**src/rtl/gb_lcd_capture.sv**
```systemverilog
// Game Boy PPU pixel capture into a double-buffered 160x144 framebuffer.
// Tracks line/frame position, generates write addresses incrementally and flags malformed frames.
module gb_lcd_capture #(
  parameter int H_PIXELS = 160,
  parameter int V_LINES  = 144
) (
  input  logic        Clk,
  input  logic        Reset,
  input  logic        lcd_on,
  input  logic        frame_start,
  input  logic        line_start,
  input  logic        pix_valid,
  input  logic [1:0]  pix_data,
  input  logic        clr_err,
  output logic        fb_we,
  output logic [15:0] fb_waddr,
  output logic [1:0]  fb_wdata,
  output logic        rd_bank,
  output logic        frame_done,
  output logic [7:0]  frame_count,
  output logic        err_overrun,
  output logic        err_short
);

  typedef enum logic [1:0] {IDLE, LINE, WAIT_LINE} state_e;

  localparam logic [7:0]  X_LAST    = 8'(H_PIXELS - 1);
  localparam logic [7:0]  Y_LAST    = 8'(V_LINES - 1);
  localparam logic [14:0] LINE_STEP = 15'(H_PIXELS);

  state_e      state_q;
  logic [7:0]  x_q, y_q;
  logic [14:0] offset_q, line_base_q;
  logic        wr_bank_q;
  logic [7:0]  frame_count_q;
  logic        err_overrun_q, err_short_q;
  logic        fb_we_q, frame_done_q;
  logic [15:0] fb_waddr_q;
  logic [1:0]  fb_wdata_q;

  // Position of the pixel slot for this cycle, after any frame/line pulse is applied.
  logic [7:0]  cur_x_d, y_d;
  logic [14:0] cur_off_d, line_base_d;
  logic        open_d, abort_d, short_d, overrun_d, accept_d, frame_end_d, bank_d;

  always_comb begin
    // NOTE: every signal gets a default before the branches, so no latch can be inferred.
    open_d      = (state_q == LINE);
    abort_d     = 1'b0;
    short_d     = 1'b0;
    overrun_d   = 1'b0;
    cur_x_d     = x_q;
    y_d         = y_q;
    cur_off_d   = offset_q;
    line_base_d = line_base_q;

    if (lcd_on) begin
      if (frame_start) begin
        open_d      = 1'b1;
        cur_x_d     = '0;
        y_d         = '0;
        cur_off_d   = '0;
        line_base_d = '0;
        short_d     = (state_q != IDLE);
      end else if (line_start && state_q != IDLE) begin
        short_d = (state_q == LINE);
        if (y_q == Y_LAST) begin
          // Early end of the last line: the frame is abandoned without a swap.
          open_d  = 1'b0;
          abort_d = 1'b1;
        end else begin
          open_d      = 1'b1;
          cur_x_d     = '0;
          y_d         = y_q + 8'd1;
          cur_off_d   = line_base_q + LINE_STEP;
          line_base_d = line_base_q + LINE_STEP;
        end
      end else if (state_q == WAIT_LINE && pix_valid) begin
        overrun_d = 1'b1;
      end
    end

    accept_d    = lcd_on && open_d && pix_valid;
    frame_end_d = accept_d && (cur_x_d == X_LAST) && (y_d == Y_LAST);
    // The bank flips the edge after frame_done; a pixel accepted on that edge already uses the new bank.
    bank_d      = wr_bank_q ^ frame_done_q;
  end

  // NOTE: sequential state uses non-blocking assignments so every register samples pre-edge values.
  always_ff @(posedge Clk) begin
    if (Reset) begin
      state_q       <= IDLE;
      x_q           <= '0;
      y_q           <= '0;
      offset_q      <= '0;
      line_base_q   <= '0;
      wr_bank_q     <= 1'b0;
      frame_count_q <= '0;
      err_overrun_q <= 1'b0;
      err_short_q   <= 1'b0;
      fb_we_q       <= 1'b0;
      fb_waddr_q    <= '0;
      fb_wdata_q    <= '0;
      frame_done_q  <= 1'b0;
    end else begin
      fb_we_q      <= 1'b0;
      frame_done_q <= 1'b0;
      wr_bank_q    <= bank_d;
      if (frame_done_q) frame_count_q <= frame_count_q + 8'd1;

      err_overrun_q <= overrun_d | (err_overrun_q & ~clr_err);
      err_short_q   <= short_d   | (err_short_q   & ~clr_err);

      if (!lcd_on) begin
        state_q <= IDLE;
      end else if (open_d) begin
        state_q     <= LINE;
        x_q         <= cur_x_d;
        y_q         <= y_d;
        offset_q    <= cur_off_d;
        line_base_q <= line_base_d;
        if (accept_d) begin
          fb_we_q    <= 1'b1;
          fb_waddr_q <= {bank_d, cur_off_d};
          fb_wdata_q <= pix_data;
          x_q        <= cur_x_d + 8'd1;
          offset_q   <= cur_off_d + 15'd1;
          if (cur_x_d == X_LAST) begin
            state_q      <= frame_end_d ? IDLE : WAIT_LINE;
            frame_done_q <= frame_end_d;
          end
        end
      end else if (abort_d) begin
        state_q <= IDLE;
      end
    end
  end

  assign fb_we       = fb_we_q;
  assign fb_waddr    = fb_waddr_q;
  assign fb_wdata    = fb_wdata_q;
  assign rd_bank     = ~wr_bank_q;
  assign frame_done  = frame_done_q;
  assign frame_count = frame_count_q;
  assign err_overrun = err_overrun_q;
  assign err_short   = err_short_q;

endmodule

```
**config.mk**
```make
export PLATFORM = sky130hd
export DESIGN_NAME = gb_lcd_capture
export DESIGN_NICKNAME = d
export VERILOG_FILES = /design/src/rtl/gb_lcd_capture.sv
export SDC_FILE = /design/constraint.sdc
export NUM_CORES = 1
export LEC_CHECK = 0
export BUFFER_PORTS_ARGS = -buffer_cell sky130_fd_sc_hd__buf_4
export CAP_MARGIN = 10
export CORE_MARGIN = 5
export CORE_UTILIZATION = 45
export CTS_BUF_LIST = sky130_fd_sc_hd__clkbuf_8 sky130_fd_sc_hd__clkbuf_16
export CTS_CLUSTER_SIZE = 25
export DETAILED_ROUTE_END_ITERATION = 8
export SLEW_MARGIN = 0
export SYNTH_ARGS = -nofsm -noshare
export SYNTH_HDL_FRONTEND = slang
export SYNTH_SLANG_ARGS = --single-unit
export TNS_END_PERCENT = 1
```
**constraint.sdc**
```tcl
create_clock -name Clk -period 3.8 [get_ports Clk]
set_input_delay 0.76 -clock Clk [delete_from_list [all_inputs] [get_ports Clk]]
set_output_delay 0.76 -clock Clk [all_outputs]
set_load 0.005 [all_outputs]
```
; ---- Word level (Yosys, flattened, before mapping)
; Index checks and enable logic that the tools add are counted.
[classes]
add_sub_neg = 5
bitwise_logic = 11
n_mux = 38
reduce_logical = 15
eq_ne = 6
[ops]
columns = op, count
row1 = $mux W15, 8
row2 = $mux W8, 9
row3 = $add A8 B1 Y8 const B, 3
row4 = $eq A8 B8 Y1 const B, 3
row5 = $mux W1, 16
row6 = $add A15 B1 Y15 const B, 1
row7 = $add A15 B8 Y15 const B, 1
row8 = $mux W2, 5
row9 = $logic_and A1 B1 Y1, 6
row10 = $not A1 Y1, 6
row11 = $reduce_bool A2 Y1, 3
row12 = $reduce_or A5 Y1, 1
row13 = $reduce_and A4 Y1, 1
row14 = $reduce_and A3 Y1, 1
row15 = $reduce_or A3 Y1, 1
row16 = $and A1 B1 Y1, 2
row17 = $eq A2 B1 Y1 const B, 1
row18 = $eq A2 B2 Y1 const B, 1
row19 = $ne A2 B2 Y1 const B, 1
row20 = $or A1 B1 Y1, 2
row21 = $reduce_and A2 Y1, 1
row22 = $reduce_or A2 Y1, 1
row23 = $xor A1 B1 Y1, 1
[word_totals]
word_cells = 88
input_bits = 9
output_inout_bits = 31
ff_bits = 79

; ---- Longest topological paths before layout
; Gate-level depths: netlist (run 1).
[depth]
depth_word = 13
ltp_mapped = 11
depth_no_buf = 8

; ---- Worst setup path after synthesis (run 1)
; OpenSTA, ideal clock, no wires.
[synth_path]
path_kind = input to register
startpoint = input port line_start
endpoint = register offset_q[6]
cell_stages = 10
path_buffers = 3
slack_ps = 1032
arrival_ps = 2698
setup_ps = 70
required_ps = 3730
cell_sequence = clkbuf_1 -> o21a_1 -> o211ai_2 -> buf_4 -> and3_1 -> ha_1 -> and3_1 -> clkbuf_1 -> or3_1 -> a21oi_1
[synth_between]
elab_cells_between_ends = 12
cone_classes = add/sub (1) / mux (7) / reduce/logical (4)
[synth_rtl]
columns = item, line
row1 = start: declaration, 11  ; input logic line_start,
row2 = $logic_and A1 B1 Y1, 65  ; end else if (line_start && state_q != IDLE) begin
row3 = $mux W15, 65
row4 = $mux W15, 58  ; if (frame_start) begin
row5 = $mux W15, 57  ; if (lcd_on) begin
row6 = net cur_off_d[0], 43  ; logic [14:0] cur_off_d, line_base_d;
row7 = $add A15 B1 Y15, 127  ; offset_q <= cur_off_d + 15'd1;
row8 = $mux W15, 122  ; if (accept_d) begin
row9 = end signal: assignment, 120  ; offset_q <= cur_off_d;
row10 = end signal: assignment, 127
row11 = end: declaration, 33  ; logic [14:0] offset_q, line_base_q;
; The timed path passes the listed nets, and every way through them passes these cells.
; A chain may end at the register's enable or synchronous reset.

; ---- Worst setup path after layout (run 1)
[layout_path]
startpoint = register y_q[4]
endpoint = register offset_q[14]
[layout_between]
elab_chain_len = 8
elab_cells_between_ends = 14
cone_classes = add/sub (1) / eq/ne (1) / mux (9) / reduce/logical (3)
[layout_rtl]
columns = item, line
row1 = start: declaration, 32  ; logic [7:0] x_q, y_q;
row2 = start signal: assignment, 119  ; y_q <= y_d;
row3 = $eq A8 B8 Y1 *, 67  ; if (y_q == Y_LAST) begin
row4 = branches (longest 7 deep; another with $add A15 B1 Y15), -
; Every way passes the cells marked *.

==> results of run 1 <==
## critical path, stage by stage (launching register included)
cell	delay [ns]
dfxtp_1	0.40
or4b_4	0.62
o211ai_2	0.60
a32oi_1	0.40
nor4_4	0.48
and4bb_1	0.26
mux2i_1	0.17
## layer usage
metal	share of wire	track usage	wire length [um]
met5	0	0	0
met2	0.44	0.283	4160
met3	0.050	0.0478	472
met1	0.49	0.277	4650
met4	0.012	0.0613	114
## cell usage in the layout, fill, tap and decap left out, types with 9 or more instances in the layout
master and n:
dfxtp_1 74, nand2_1 51, nor2_1 51, buf_4 45
a21oi_1 41, nand3_1 17, o21ai_0 15, nor3_1 14
xnor2_1 13, a211oi_1 12, nand4_1 12, and3_1 11
or3_1 9, xor2_1 9, clkbuf_8 9
## state kept, by name, summed over array words and instances, names as in the netlist
register,count
err_overrun,1
err_short,1
fb_we,1
line_base_q,10
fb_waddr,16
x_q,8
frame_done,1
y_q,8
offset_q,15
fb_wdata,2
frame_count,8
state_q,2
wr_bank_q,1
## cells by family after synthesis
logic type               Yosys count
AO/OA/AOI/OAI                    118
XOR/XNOR                          22
adder cells (fa/ha/maj)            5
buffers and inverters             37
flip-flops                        74
multiplexers                       4
AND/OR/NAND/NOR                  200
## final cells by class
cell class                 instances  area share
multi-input combinational        349       0.491
sequential                        74       0.347
timing repair buffer              45      0.0790
tap                              105      0.0307
clock buffer                       9      0.0290
clock inverter                     7      0.0193
inverter                           5     0.00439
## path summary, 6_finish.rpt
path / from / endpoint / slack (ns)
worst max-delay path: y_q[4] / offset_q[14] / 0.82
worst min register to register: fb_waddr[1] / fb_waddr[1] / 0.47
worst min-delay path: fb_waddr[1] / fb_waddr[1] / 0.47
worst max register to register: y_q[4] / offset_q[14] / 0.82
## stage by stage
step | instance area [sq um] | utilization | hold slack [ns]
after detailed placement | 4070 | 0.500 | 0.452
after CTS | 4280 | 0.526 | 0.468
after global placement | 4070 | 0.500 | 0.445
after floorplan | 3740 | - | 0.448
after global routing | 4280 | 0.526 | 0.480
final | 4280 | 0.526 | 0.467
## power by group
group          internal (W)  switching [W]
clock              0.000315       0.000344
combinational     0.0000355      0.0000656
sequential         0.000785     0.00000708
==> impl_metrics.py, run 1 <==
metrics = {
    "floorplan": {
        "fp.dieH_um": 101,
        "die_w_um": 101,
        "initial_core_util": 0.459,
        "die_area_sq_mm": 0.0102,
        "coreArea_sq_mm": 0.00813,
        "fp-row-count": 33,
        "ioPinCount": 40,
    },
    "clocking": {
        "cts_sinks": 74,
        "cts_resized": 0,
        "cts.path.max_buffers": 2,
        "cts-root-buf": "clkbuf_8",
        "cts_buffers": 9,
        "cts_hold_buffers": 0,
        "cts-htree-levels": 3,
        "path_clk_slew_ns": 0.09,
        "cts_tree": "built",
        "insertion_delay_ns": 0.37,
        "cts_setup_buffers": 0,
    },
    "synthesis": {
        "synth.most_common_cell": "dfxtp_1",
        "yosysSeqAreaShare": 0.397,
        "syn_inst": 460,
        "synth_xor_area_frac": 0.0516,
        "synth_top_family_by_area": "simple AND/OR/NAND/NOR gates",
        "synth-edff-count": 0,
        "ys_async_sr_fraction": 0,
        "yosys.area_share.simple": 0.269,
        "synthFlopType": "dfxtp_1",
        "avgSynthCellArea_sq_um": 8.12,
        "synthTopCellsByArea": "dfxtp_1, a21oi_1, nand2_1",
        "synth.distinct_cells": 59,
        "synthAdderAreaFrac": 0.0167,
        "synth_seq_cells": 74,
        "syn_nets": 474,
        "ys_warn_count": 0,
        "synth-compound-area-share": 0.213,
        "synth_area_sq_mm": 0.00374,
        "netlist_top_cells_count": "dfxtp_1, nand2_1, nor2_1",
        "yosys.area.top_type": "dfxtp_1",
        "synth.area.mux_share": 0.0107,
        "yosysTopAreaCellShare": 0.397,
    },
    "sta": {
        "hold_viol": 0,
        "fin_crit_ns": 2.98,
        "clock_skew_ns": 0.0134,
        "max_freq_mhz": 336,
        "worst_slack_ns": 0.823,
        "drv_slew": 0,
        "tightest_slew_ns": 0.737,
        "setup_viol": 0,
        "grt_setup_unrepaired": "no",
        "relSlewSlack": 0.509,
        "fin_setup_tns_ns": 0,
        "post-route-period-util": 0.784,
    },
    "placement": {
        "post-dp-hpwl_mm": 6.32,
        "dp.cells": 578,
        "port_buffers": 39,
        "routabilityCongestion": 0.929,
        "dpl_worst_slack_ns": 0.864,
    },
    "worst_setup_path": {
        "path_class": "flop to flop",
        "critPathCaptureType": "flop",
        "rr_worst_depth": 6,
        "arrival_ns": 3.28,
        "worst_ep_required_time_ns": 4.11,
        "cp-start-kind": "flop",
        "crit_fanout": 15,
    },
    "grt": {
        "grt_max_degree": 67,
        "globalRoute.totalOverflow": 0,
        "antenna_found_initial": 0,
        "grt_use_total": 0.192,
        "grt_pass1_wl_mm": 15.8,
        "grt_pass1_vias": 3226,
    },
    "run_status": {
        "status": "finished, final reports clean",
    },
    "final_layout": {
        "fin_cells": 594,
        "fill_cells": 793,
        "nNetsFinal": 498,
        "syn2layout_area_growth_pct": 14.4,
        "layout-drive-gt1-share": 0.141,
        "diodes": 0,
        "multiInputGateArea_sq_mm": 0.00210,
        "regArea_sq_mm": 0.00148,
    },
    "detailed_routing": {
        "ant_nets": 0,
        "firstDrtPassIters": 4,
        "vias": 3414,
        "post_drt_wl_per_cell_um": 15.8,
        "drtIter0Drc": 160,
        "drc": 0,
        "viasPerCell": 5.75,
        "routed_wl_mm": 9.39,
    },
    "power": {
        "leakage_nw": 1.56,
        "powerDensity_mw_per_mm2": 363,
        "peakVddDrop_mv": 0.198,
        "power.total_w": 0.00155,
    },
    "worst_hold_path": {
        "holdCritPathClass": "flop to flop",
        "hold_depth": 2,
    },
    "flow_run": {
        "drv_cap": 0,
    },
}
Note: power is estimated with default switching activity, not from simulation.
==> inputs of run 2 (changes only) <==
--- a/config.mk
+++ b/config.mk
@@ -12,6 +12,7 @@
 export CTS_BUF_LIST = sky130_fd_sc_hd__clkbuf_8 sky130_fd_sc_hd__clkbuf_16
 export CTS_CLUSTER_SIZE = 25
 export DETAILED_ROUTE_END_ITERATION = 8
+export PLACE_DENSITY = 0.66
 export SLEW_MARGIN = 0
 export SYNTH_ARGS = -nofsm -noshare
 export SYNTH_HDL_FRONTEND = slang
==> constraint.sdc (replaced) <==
create_clock -name Clk -period 2.6 [get_ports Clk]
set_input_delay 0.52 -clock Clk [delete_from_list [all_inputs] [get_ports Clk]]
set_output_delay 0.52 -clock Clk [all_outputs]
set_load 0.005 [all_outputs]
==> run 2 against run 1 <==
  * Cell count is 3.5% higher
  * Sequential share of layout area fell by 1.3 points
  * Clock power grew 45%
  * Total power up 46%
  * Register-to-register slack got worse by 0.66 ns
  * Global-route usage increased by 0.15 points
  * Fmax rose by 22%
  * Worst setup slack got worse by 0.66 ns
  * Critical path type unchanged
  * Critical endpoint is now state_q[1]
==> impl_metrics.py, run 2 (synthesis gave the netlist of run 1 again) <==
metrics = {
    "worst_setup_path": {
        "crit_fanout": 7,
        "path_class": "flop to flop",
        "r2r_setup_slack_ns": 0.16,
        "crit_family": "simple AND/OR/NAND/NOR gates",
        "rr_worst_depth": 6,
        "critPathCaptureType": "flop",
        "worstReg2RegStart": "y_q[4]",
        "worst-path-stages": 6,
        "cp-start-kind": "flop",
        "path_buf_inv": 0,
        "startpoint": "y_q[4]",
        "worst_ep_required_time_ns": 2.85,
        "r2r_end": "state_q[1]",
        "max_stage_delay_ns": 0.60,
        "cp_slowest_cell": "or4b_4",
        "crit_chain": "or4b_4 > or3_1 > a2111oi_0 > a311o_1 > a31oi_1 > o211a_1",
        "arrival_ns": 2.69,
        "cp-endpoint": "state_q[1]",
    },
    "final_layout": {
        "fin_cells": 615,
        "layout_common_cells": "dfxtp_1, buf_4, nand2_1, nor2_1, a21oi_1",
        "largest_reg_flops": 16,
        "layout-drive-gt1-share": 0.178,
        "final_common_cell": "dfxtp_1",
        "fill_cells": 758,
        "syn2layout_area_growth_pct": 19.0,
        "nNetsFinal": 519,
        "diodes": 0,
    },
    "floorplan": {
        "die_area_sq_mm": 0.0102,
        "fp-row-count": 33,
        "die_w_um": 101,
        "ioPinCount": 40,
        "initial_core_util": 0.459,
        "coreArea_sq_mm": 0.00813,
        "fp.dieH_um": 101,
    },
    "power": {
        "powerDensity_mw_per_mm2": 510,
        "power_switching_w": 0.000579,
        "switching_share": 0.255,
        "pwr-share-comb": 0.070,
        "peakVddDrop_mv": 0.362,
        "p_int_w": 0.00169,
        "pwr-share-seq": 0.510,
        "pwr-share-clk": 0.419,
        "leakage_nw": 1.68,
    },
    "detailed_routing": {
        "routed_wl_mm": 9.49,
        "viasPerCell": 5.65,
        "vias": 3473,
        "post_drt_wl_per_cell_um": 15.4,
        "ant_nets": 0,
        "drc": 0,
        "drtIter0Drc": 285,
        "firstDrtPassIters": 6,
    },
    "grt": {
        "globalRoute.totalOverflow": 0,
        "grt_max_degree": 46,
        "grt_pass1_wl_mm": 16.0,
        "antenna_found_initial": 0,
        "grt_use_total": 0.194,
        "grt_pass1_vias": 3365,
    },
    "sta": {
        "hold_viol": 0,
        "grt_setup_unrepaired": "no",
        "clock_skew_ns": 0.00911,
        "setup_viol": 0,
        "fin_crit_ns": 2.44,
        "post-route-period-util": 0.938,
        "max_freq_mhz": 410,
        "fin_setup_tns_ns": 0,
        "tightest_slew_ns": 0.744,
        "hold_ws_ns": 0.408,
        "relSlewSlack": 0.504,
        "drv_slew": 0,
    },
    "flow_run": {
        "drv_cap": 0,
    },
    "clocking": {
        "cts_setup_buffers": 0,
        "cts-htree-levels": 3,
        "path_clk_slew_ns": 0.08,
        "cts_tree": "built",
        "cts_sinks": 74,
        "cts-root-buf": "clkbuf_8",
        "cts_buffers": 9,
        "insertion_delay_ns": 0.35,
        "cts.path.max_buffers": 2,
    },
    "run_status": {
        "status": "finished, final reports clean",
    },
    "worst_hold_path": {
        "holdCritPathClass": "primary input to flop",
    },
    "placement": {
        "post-dp-hpwl_mm": 6.63,
        "dp.cells": 599,
        "port_buffers": 39,
        "routabilityCongestion": 0.852,
    },
}
-- run 2: changes by cell type in the layout (fill, tap and decap cells not counted), sizes merged --
cell      delta
clkinvlp     -1
inv          -2
clkbuf       +1
buf         +21
clkinv       +2
-- run 2: worst min path at each step --
stage | startpoint | end | slack [ns] | cells after the start
2_1_floorplan | fb_waddr[3] | fb_waddr[3] | 0.45 | 2
3_3_place_gp | fb_wdata[1] | fb_wdata[1] | 0.44 | 2
3_5_place_dp | fb_wdata[0] | fb_wdata[0] | 0.45 | 2
4_1_cts | pix_data[0] | fb_wdata[0] | 0.40 | 3
5_1_grt | pix_data[1] | fb_wdata[1] | 0.41 | 3
6_report | pix_data[0] | fb_wdata[0] | 0.41 | 3
-- run 2: stage by stage --
step	util	setup WS, ns	cell area [sq um]	total power, W
finish	0.547	0.161	4450	0.00227
global route	0.547	0.0251	4450	0.00236
CTS	0.545	0.0638	4440	0.00228
detailed placement	0.520	0.0965	4230	0.00134
global placement	0.520	0.178	4230	0.00134
floorplan	-	0.0136	3740	0.00127
-- run 2: layout make-up --
class,count,area (sq um),share of cell area
clock buffers,10,138,0.0310
clock inverters,6,72.6,0.0163
inverters,5,18.8,0.00422
multi-input cells,349,2110,0.474
flip-flops and latches,74,1480,0.333
well taps,105,131,0.0295
repair buffers,66,495,0.111
-- run 2: power by group through the flow --
stage | sequential (W) | combinational [W] | clock, W
after CTS | 0.00116 | 0.000158 | 0.000959
after global placement | 0.00118 | 0.000156 | 0
after floorplan | 0.00118 | 0.0000899 | 0
after detailed placement | 0.00118 | 0.000157 | 0
after global routing | 0.00116 | 0.000177 | 0.00102
final | 0.00116 | 0.000159 | 0.000951
-- run 2: repair_timing --
action,CTS,global route
endpoints found under the setup margin,0,5
hold buffers,0,0
gates resized for setup,0,2
-- run 2: worst min-delay path, cell delays in order --
cell and delay (ns):
buf_4 0.11, nand2_1 0.04, a21oi_1 0.05
-- run 2: per-layer routing --
metal,GRT usage,up-vias,share of wire
met2,0.299,77,0.47
met1,0.265,1631,0.48
met4,0.0726,0,0.013
met3,0.0443,10,0.041
li1,-,1755,-
met5,0,-,0
==> inputs of run 3 (changes only) <==
--- a/config.mk
+++ b/config.mk
@@ -8,11 +8,11 @@
 export BUFFER_PORTS_ARGS = -buffer_cell sky130_fd_sc_hd__buf_4
 export CAP_MARGIN = 10
 export CORE_MARGIN = 5
-export CORE_UTILIZATION = 45
+export CORE_UTILIZATION = 53
 export CTS_BUF_LIST = sky130_fd_sc_hd__clkbuf_8 sky130_fd_sc_hd__clkbuf_16
 export CTS_CLUSTER_SIZE = 25
 export DETAILED_ROUTE_END_ITERATION = 8
-export PLACE_DENSITY = 0.66
+export PLACE_DENSITY = 0.76
 export SLEW_MARGIN = 0
 export SYNTH_ARGS = -nofsm -noshare
 export SYNTH_HDL_FRONTEND = slang
==> run 3 against run 2 <==
  * Total power grew 1.7%
  * Global-route usage is 2.9 points higher
  * Via count grew 2.2%
  * Combinational power hardly changed
  * Clock skew increased by 0.0029 ns
  * Wire length is 2.5% lower
  * Sequential power hardly changed
  * Critical endpoint is now offset_q[12]
  * Highest routed layer unchanged
==> impl_metrics.py, run 3 (synthesis gave the netlist of run 1 again) <==
metrics = {
    "run_status": {
        "status": "finished, final reports clean",
    },
    "grt": {
        "grt_pass1_wl_mm": 15.8,
        "grt_use_total": 0.222,
        "globalRoute.totalOverflow": 0,
        "grt_pass1_vias": 3247,
        "grt_max_degree": 52,
        "antenna_found_initial": 0,
    },
    "final_layout": {
        "layout-drive-gt1-share": 0.179,
        "largest_reg_flops": 16,
        "syn2layout_area_growth_pct": 18.8,
        "fill_cells": 600,
        "nNetsFinal": 518,
        "layout_common_cells": "dfxtp_1, buf_4, nand2_1, nor2_1, a21oi_1",
        "diodes": 0,
        "final_common_cell": "dfxtp_1",
        "finalCoreUtilization": 0.650,
    },
    "sta": {
        "max_freq_mhz": 409,
        "drv_slew": 0,
        "fin_crit_ns": 2.44,
        "hold_ws_ns": 0.424,
        "fin_setup_tns_ns": 0,
        "relSlewSlack": 0.486,
        "tightest_slew_ns": 0.772,
        "worst_slack_ns": 0.155,
        "setup_viol": 0,
        "hold_viol": 0,
        "post-route-period-util": 0.940,
        "clock_skew_ns": 0.0120,
        "grt_setup_unrepaired": "no",
    },
    "power": {
        "pwr-share-seq": 0.502,
        "p_int_w": 0.00175,
        "switching_share": 0.243,
        "leakage_nw": 1.68,
        "powerDensity_mw_per_mm2": 520,
        "power_switching_w": 0.000560,
        "power.total_w": 0.00231,
        "pwr-share-comb": 0.068,
        "peakVddDrop_mv": 0.398,
        "pwr-share-clk": 0.430,
    },
    "placement": {
        "port_buffers": 39,
        "dpl_worst_slack_ns": 0.101,
        "routabilityCongestion": 0.896,
        "post-dp-hpwl_mm": 6.47,
    },
    "flow_run": {
        "drv_cap": 0,
    },
    "clocking": {
        "cts-root-buf": "clkbuf_8",
        "cts.path.max_buffers": 2,
        "cts_tree": "built",
        "cts_setup_buffers": 0,
        "path_clk_slew_ns": 0.09,
        "insertion_delay_ns": 0.34,
        "cts-htree-levels": 3,
        "cts_buffers": 9,
        "cts_sinks": 74,
    },
    "floorplan": {
        "coreArea_sq_mm": 0.00683,
        "ioPinCount": 40,
        "die_area_sq_mm": 0.00883,
        "fp-row-count": 30,
        "fp.dieH_um": 94.0,
        "die_w_um": 94.0,
        "initial_core_util": 0.547,
    },
    "worst_setup_path": {
        "r2r_end": "offset_q[12]",
        "cp-start-kind": "flop",
        "startpoint": "y_q[7]",
        "path_class": "flop to flop",
        "max_stage_delay_ns": 0.55,
        "rr_worst_depth": 7,
        "cp_slowest_cell": "or4b_4",
        "worst_ep_required_time_ns": 2.84,
        "cp-endpoint": "offset_q[12]",
        "worst-path-stages": 7,
        "path_buf_inv": 1,
        "worstReg2RegStart": "y_q[7]",
        "crit_chain": "or4b_4 > o211a_4 > o31a_4 > nor4_4 > buf_4 > a311o_1 > o21ai_1",
        "arrival_ns": 2.69,
        "crit_family": "compound AO/OA/AOI/OAI gates",
        "r2r_setup_slack_ns": 0.16,
        "critPathCaptureType": "flop",
        "crit_fanout": 7,
    },
    "detailed_routing": {
        "viasPerCell": 5.87,
        "drtIter0Drc": 271,
        "vias": 3551,
        "ant_nets": 0,
        "routed_wl_mm": 9.25,
        "post_drt_wl_per_cell_um": 15.3,
        "drc": 0,
        "firstDrtPassIters": 5,
    },
    "worst_hold_path": {
        "holdCritPathClass": "primary input to flop",
    },
}
-- run 3: metrics by stage --
step / std cells / instance area [sq um]
2_1_floorplan: 460 / 3740
3_3_place_gp: 589 / 4210
3_5_place_dp: 589 / 4210
4_1_cts: 605 / 4420
5_1_grt: 605 / 4440
6_report: 605 / 4440
-- run 3: layer usage --
layer  vias up  track usage  share of wire  routed length (um)
met5         -            0              0                   0
met4         0       0.0746          0.013                 123
met3        11       0.0385          0.041                 380
met2       101        0.348           0.47                4360
met1      1676        0.309           0.47                4390
li1       1763            -              -                   -
-- run 3: worst register-to-register path, stage by stage (launching register included) --
cell and delay (ns):
dfxtp_1 0.37, or4b_4 0.55, o211a_4 0.30, o31a_4 0.38
nor4_4 0.33, buf_4 0.19, a311o_1 0.17, o21ai_1 0.06
-- run 3: worst min path at each step --
stage	from	to	slack (ns)	cells after the start
after floorplan	fb_waddr[3]	fb_waddr[3]	0.45	2
after global placement	fb_wdata[1]	fb_wdata[1]	0.44	2
after detailed placement	fb_waddr[3]	fb_waddr[3]	0.45	2
after CTS	pix_data[1]	fb_wdata[1]	0.41	3
after global routing	pix_data[1]	fb_wdata[1]	0.42	3
final	pix_data[1]	fb_wdata[1]	0.42	3
-- run 3: power groups by stage --
| stage | sequential (W) | combinational [W] | clock (W) |
|---|---|---|---|
| 5_1_grt | 0.00116 | 0.000171 | 0.00106 |
| 2_1_floorplan | 0.00118 | 0.0000899 | 0 |
| 3_3_place_gp | 0.00118 | 0.000151 | 0 |
| 4_1_cts | 0.00116 | 0.000154 | 0.00100 |
| 6_report | 0.00116 | 0.000156 | 0.000992 |
| 3_5_place_dp | 0.00118 | 0.000153 | 0 |
-- run 3: area by class of cell --
cell class / instances / area (sq um) / share of cell area
flip-flops and latches: 74 / 1480 / 0.334
clock buffers: 9 / 124 / 0.0279
multi-input cells: 349 / 2110 / 0.476
inverters: 5 / 18.8 / 0.00423
clock inverters: 7 / 91.3 / 0.0206
well taps: 96 / 120 / 0.0271
repair buffers: 65 / 488 / 0.110
-- run 3: timing repair --
action                                  CTS  global route
endpoints found under the setup margin    0             8
hold buffers                              0             0
resized for setup                         0             3
